**src/rtl/multicycle_control.sv**
```systemverilog
// Multicycle MIPS control sequencer: one registered state per datapath phase,
// with controls decoded from the current state and the IR opcode.
module multicycle_control #(
    parameter int COUNT_W = 32
) (
    input  logic               Clock,
    input  logic               Reset_n,
    input  logic [5:0]         Opcode,
    input  logic               MemReady,
    input  logic               Halt,
    output logic               PCWrite,
    output logic               PCWriteCond,
    output logic               IorD,
    output logic               MemRead,
    output logic               MemWrite,
    output logic               IRWrite,
    output logic               MemtoReg,
    output logic               RegDst,
    output logic               RegWrite,
    output logic               ALUSrcA,
    output logic [1:0]         ALUSrcB,
    output logic [1:0]         ALUOp,
    output logic [1:0]         PCSource,
    output logic [1:0]         MemSize,
    output logic               IllegalOp,
    output logic               Halted,
    output logic [COUNT_W-1:0] InstrCount,
    output logic [3:0]         DbgState
);

    localparam logic [5:0] OP_RTYPE = 6'b000000;
    localparam logic [5:0] OP_LW    = 6'b100011;
    localparam logic [5:0] OP_LB    = 6'b100000;
    localparam logic [5:0] OP_LH    = 6'b100001;
    localparam logic [5:0] OP_SW    = 6'b101011;
    localparam logic [5:0] OP_SB    = 6'b101000;
    localparam logic [5:0] OP_SH    = 6'b101001;
    localparam logic [5:0] OP_BEQ   = 6'b000100;
    localparam logic [5:0] OP_J     = 6'b000010;
    localparam logic [5:0] OP_ADDI  = 6'b001000;
    localparam logic [5:0] OP_ANDI  = 6'b001100;
    localparam logic [5:0] OP_ORI   = 6'b001101;
    localparam logic [5:0] OP_SLTI  = 6'b001010;

    localparam logic [COUNT_W-1:0] CNT_ONE = COUNT_W'(1);

    typedef enum logic [3:0] {
        S_IDLE, S_FETCH, S_DECODE, S_MEMADR, S_MEMRD, S_MEMWB, S_MEMWR,
        S_EXEC, S_RWB, S_IEXEC, S_IWB, S_BRANCH, S_JUMP, S_TRAP
    } state_e;

    state_e             state_q, state_d;
    logic [COUNT_W-1:0] count_q;
    logic               is_load;
    logic [1:0]         mem_size;
    state_e             end_state;

    always_ff @(posedge Clock or negedge Reset_n) begin
        if (!Reset_n) begin
            state_q <= S_IDLE;
            count_q <= '0;
        end else begin
            state_q <= state_d;
            if (state_q == S_FETCH && MemReady)
                count_q <= count_q + CNT_ONE;
        end
    end

    assign InstrCount = count_q;
    assign DbgState   = state_q;
    assign is_load    = (Opcode == OP_LW) || (Opcode == OP_LB) || (Opcode == OP_LH);
    // Halt only takes effect at an instruction boundary.
    assign end_state  = Halt ? S_IDLE : S_FETCH;

    always_comb begin
        mem_size = 2'b00;
        case (Opcode)
            OP_LH, OP_SH: mem_size = 2'b01;
            OP_LB, OP_SB: mem_size = 2'b10;
            default:      mem_size = 2'b00;
        endcase
    end

    always_comb begin
        state_d     = state_q;
        PCWrite     = 1'b0;
        PCWriteCond = 1'b0;
        IorD        = 1'b0;
        MemRead     = 1'b0;
        MemWrite    = 1'b0;
        IRWrite     = 1'b0;
        MemtoReg    = 1'b0;
        RegDst      = 1'b0;
        RegWrite    = 1'b0;
        ALUSrcA     = 1'b0;
        ALUSrcB     = 2'b00;
        ALUOp       = 2'b00;
        PCSource    = 2'b00;
        MemSize     = 2'b00;
        IllegalOp   = 1'b0;
        Halted      = 1'b0;
        case (state_q)
            S_IDLE: begin
                Halted = 1'b1;
                if (!Halt) state_d = S_FETCH;
            end
            S_FETCH: begin
                MemRead = 1'b1;
                ALUSrcB = 2'b01;
                PCWrite = MemReady;
                IRWrite = MemReady;
                if (MemReady) state_d = S_DECODE;
            end
            S_DECODE: begin
                ALUSrcB = 2'b11;
                case (Opcode)
                    OP_RTYPE:                              state_d = S_EXEC;
                    OP_LW, OP_LB, OP_LH, OP_SW, OP_SB, OP_SH: state_d = S_MEMADR;
                    OP_BEQ:                                state_d = S_BRANCH;
                    OP_J:                                  state_d = S_JUMP;
                    OP_ADDI, OP_ANDI, OP_ORI, OP_SLTI:     state_d = S_IEXEC;
                    default:                               state_d = S_TRAP;
                endcase
            end
            S_MEMADR: begin
                ALUSrcA = 1'b1;
                ALUSrcB = 2'b10;
                state_d = is_load ? S_MEMRD : S_MEMWR;
            end
            S_MEMRD: begin
                MemRead = 1'b1;
                IorD    = 1'b1;
                MemSize = mem_size;
                if (MemReady) state_d = S_MEMWB;
            end
            S_MEMWB: begin
                RegWrite = 1'b1;
                MemtoReg = 1'b1;
                state_d  = end_state;
            end
            S_MEMWR: begin
                MemWrite = 1'b1;
                IorD     = 1'b1;
                MemSize  = mem_size;
                if (MemReady) state_d = end_state;
            end
            S_EXEC: begin
                ALUSrcA = 1'b1;
                ALUOp   = 2'b10;
                state_d = S_RWB;
            end
            S_RWB: begin
                RegWrite = 1'b1;
                RegDst   = 1'b1;
                state_d  = end_state;
            end
            S_IEXEC: begin
                ALUSrcA = 1'b1;
                ALUSrcB = 2'b10;
                ALUOp   = 2'b11;
                state_d = S_IWB;
            end
            S_IWB: begin
                RegWrite = 1'b1;
                state_d  = end_state;
            end
            S_BRANCH: begin
                ALUSrcA     = 1'b1;
                ALUOp       = 2'b01;
                PCWriteCond = 1'b1;
                PCSource    = 2'b01;
                state_d     = end_state;
            end
            S_JUMP: begin
                PCWrite  = 1'b1;
                PCSource = 2'b10;
                state_d  = end_state;
            end
            S_TRAP: begin
                IllegalOp = 1'b1;
                state_d   = end_state;
            end
            default: state_d = S_IDLE;
        endcase
    end

endmodule

```
**config.mk**
```make
export PLATFORM = sky130hd
export DESIGN_NAME = multicycle_control
export DESIGN_NICKNAME = d
export VERILOG_FILES = /design/src/rtl/multicycle_control.sv
export SDC_FILE = /design/constraint.sdc
export NUM_CORES = 1
export LEC_CHECK = 0
export CORE_UTILIZATION = 49
export CTS_BUF_LIST = sky130_fd_sc_hd__clkbuf_16
export CTS_CLUSTER_DIAMETER = 30
export DETAILED_ROUTE_END_ITERATION = 8
export GPL_TIMING_DRIVEN = 0
export PLACE_DENSITY = 0.85
export SLEW_MARGIN = 5
export SYNTH_ARGS = -nofsm -noshare
export SYNTH_HDL_FRONTEND = slang
export SYNTH_SLANG_ARGS = --single-unit
```
**constraint.sdc**
```tcl
create_clock -name Clock -period 3.2 [get_ports Clock]
set_input_delay 0.32 -clock Clock [delete_from_list [all_inputs] [get_ports Clock]]
set_output_delay 0.32 -clock Clock [all_outputs]
set_load 0.01 [all_outputs]
```
==> impl_metrics.json <==
{
  "fp.dieW_um": 65.6,
  "power_uw": 1960,
  "yosysMostFrequentCell": "dfrtp_1",
  "htreeDepth": 2,
  "pre_cts_slack_ps": 816,
  "core_region_area_mm2": 0.00377,
  "via_per_inst": 5.54,
  "swShare_pct": 33.8,
  "vdd_drop_max_mv": 0.382,
  "grt_setup_unrepaired": "no",
  "clk_latency_ps": 270,
  "fin_worst_skew_ps": 2.58,
  "finalHoldViolations": 0,
  "fin_ws_ps": 626,
  "ctsLongestPathBuffers": 2,
  "ios": 66,
  "outcome": "finished clean",
  "instances_no_fill": 326,
  "switchingPower_uw": 661,
  "routedWlPerCell_um": 14.1,
  "synth-seq-area-share_pct": 45.5,
  "synth-seq-cells": 36,
  "required_ps": 2880,
  "drt_iter0_markers": 79,
  "firstDrtPassIters": 4,
  "track_usage_pct": 23.0,
  "crit_type": "flop to output pin",
  "rows": 22,
  "leakage_uw": 0.00120,
  "cp-end-kind": "output pin",
  "grt_antenna_before_repair": 0,
  "finalSetupTns_ps": 0,
  "post_cts_buffers": 0,
  "synth_nets": 216,
  "maxCapViolations": 0,
  "clkPwrFrac_pct": 27.2,
  "die_h_um": 65.6,
  "synth_edf_count": 0,
  "nNetsFinal": 288,
  "startpoint_type": "flop",
  "grt_start_max_net_pins": 37,
  "slew_headroom_pct": 50.6,
  "grt_pass1_wl_um": 7460,
  "r2r_slack_ps": 1240,
  "slew_violations": 0,
  "fin_crit_ps": 2570,
  "path_max_fanout": 8,
  "initial_core_util_pct": 52.5,
  "die_area_mm2": 0.00430,
  "p_int_uw": 1300,
  "clock-sinks": 36,
  "synth_cell_types": 43,
  "worstPathArrival_ps": 2250,
  "cts_resized": 0,
  "worst_pin_slew_ps": 741,
  "finalSetupViolCount": 0,
  "drt_drc_violations_left": 0,
  "comb_power_share_pct": 43.9,
  "min_path_type": "primary input to asynchronous set/reset pin",
  "synth_area_mm2": 0.00198,
  "root_buffer": "clkbuf_16",
  "ys.flop_type": "dfrtp_1",
  "route.antenna.remaining_nets": 0,
  "yosysTopAreaCell": "dfrtp_1",
  "place_inst": 318,
  "cts_tree": "built",
  "ys_async_sr_fraction_pct": 100,
  "place.gp.congestion": 0.868,
  "io_buffers": 65,
  "syn_inst": 205,
  "routed_wirelength_um": 4600,
  "yosysTopAreaCellShare_pct": 45.5,
  "netlist_top_cells_area": "dfrtp_1 45%, xnor2_1 11%, nand2_1 4.0%",
  "hpwl_um": 3310,
  "avgSynthCellArea_um2": 9.66,
  "grt_pass1_vias": 1574,
  "vias": 1807,
  "grt_overflow": 0,
  "max_freq_ghz": 0.388,
  "ys_warn_count": 0,
  "drive_gt1_share_pct": 7.55,
  "pwr-share-seq_pct": 28.9,
  "clk_pin_slew_ps": 50,
  "cts-hold-fix-buffers": 0,
  "cts_made_buffers": 5,
  "cellPowerDensity_mw_per_mm2": 687,
  "antennaDiodeCount": 0,
  "layout-area-overhead-vs-synth_pct": 43.8,
  "synth_top_cells_by_count": "36 x dfrtp_1, 26 x xnor2_1, 21 x nand2_1",
  "fin_crit_sh_pct": 80.5
}
-- worst paths after layout --
kind / cells after the start / start / to
setup reg to reg: 6 / DbgState[3] / InstrCount[29]
setup / recovery: 6 / DbgState[3] / PCWrite
hold / removal: 1 / Reset_n / InstrCount[26]
min in group Clock: 1 / InstrCount[31] / InstrCount[31]
hold reg to reg: 1 / InstrCount[31] / InstrCount[31]
max in group asynchronous: 1 / Reset_n / InstrCount[0]
-- critical path: stages, from the launching register on --
cell and delay, ps:
dfrtp_1 400, clkbuf_1 190, nor2_2 300, and3_1 200, clkbuf_1 210, or2_2 160
clkdlybuf4s50_1 520
-- metrics by stage --
step | util [%] | instance area, um2 | hold slack, ps
after CTS | 75.5 | 2850 | 140
after global placement | 71.4 | 2690 | 478
after floorplan | - | 1980 | 24.4
after detailed placement | 71.2 | 2690 | 436
after global routing | 75.5 | 2850 | 185
final | 75.5 | 2850 | 108
-- flip-flops by register name, indices dropped and copies added, names as in the netlist --
register	flops
InstrCount	32
DbgState	4
-- area by class of cell --
cell class,instances,area [um2]
Inverter,5,18.8
Buffer,9,43.8
Clock inverter,3,37.5
Sequential cell,36,901
Multi-Input combinational cell,155,1020
Tap cell,48,60.1
Clock buffer,5,125
Fill cell,264,922
Timing Repair Buffer,65,646
-- power groups by stage --
stage	Clock, uW	Sequential, uW	Combinational, uW
3_5_place_dp	0	572	848
5_1_grt	566	573	931
6_report	532	566	859
4_1_cts	540	565	857
3_3_place_gp	0	569	838
2_1_floorplan	0	586	452
-- per-layer routing --
metal / part of all wire, % / vias up / global-route usage, %
li1: - / 870 / -
met1: 48 / 879 / 32.7
met2: 47 / 52 / 33.4
met3: 4.5 / 6 / 6.25
met4: 1.2 / 0 / 8.42
met5: 0 / - / 0
-- layout by cell type, fill, tap and decap left out, types with 2 or more instances in the layout --
cell type / n
dfrtp_1: 36
buf_4: 2
clkbuf_1: 5
nand3_1: 14
o22ai_1: 4
a21oi_1: 7
nor2_1: 14
inv_1: 5
nor3_1: 9
nor4_1: 2
nand4_1: 5
clkinv_1: 2
clkbuf_16: 5
xnor2_1: 26
nor3b_1: 2
nand2_1: 21
and3_1: 11
o21ai_0: 2
and4_1: 2
nand2b_1: 4
xor2_1: 6
a31oi_1: 2
and3b_1: 3
clkdlybuf4s50_1: 64
buf_2: 3
-- logic make-up after synthesis --
logic type	after synthesis	synth area share, %
buffers and inverters	14	3.16
and+or+nand+nor	98	28.5
AOI/OAI and AO/OA	23	7.52
DFF	36	45.5
adders and majority gates	1	0.632
xor gates and xnor gates	32	14.2
muxes	1	0.569
Note: power is estimated with default switching activity, not from simulation.
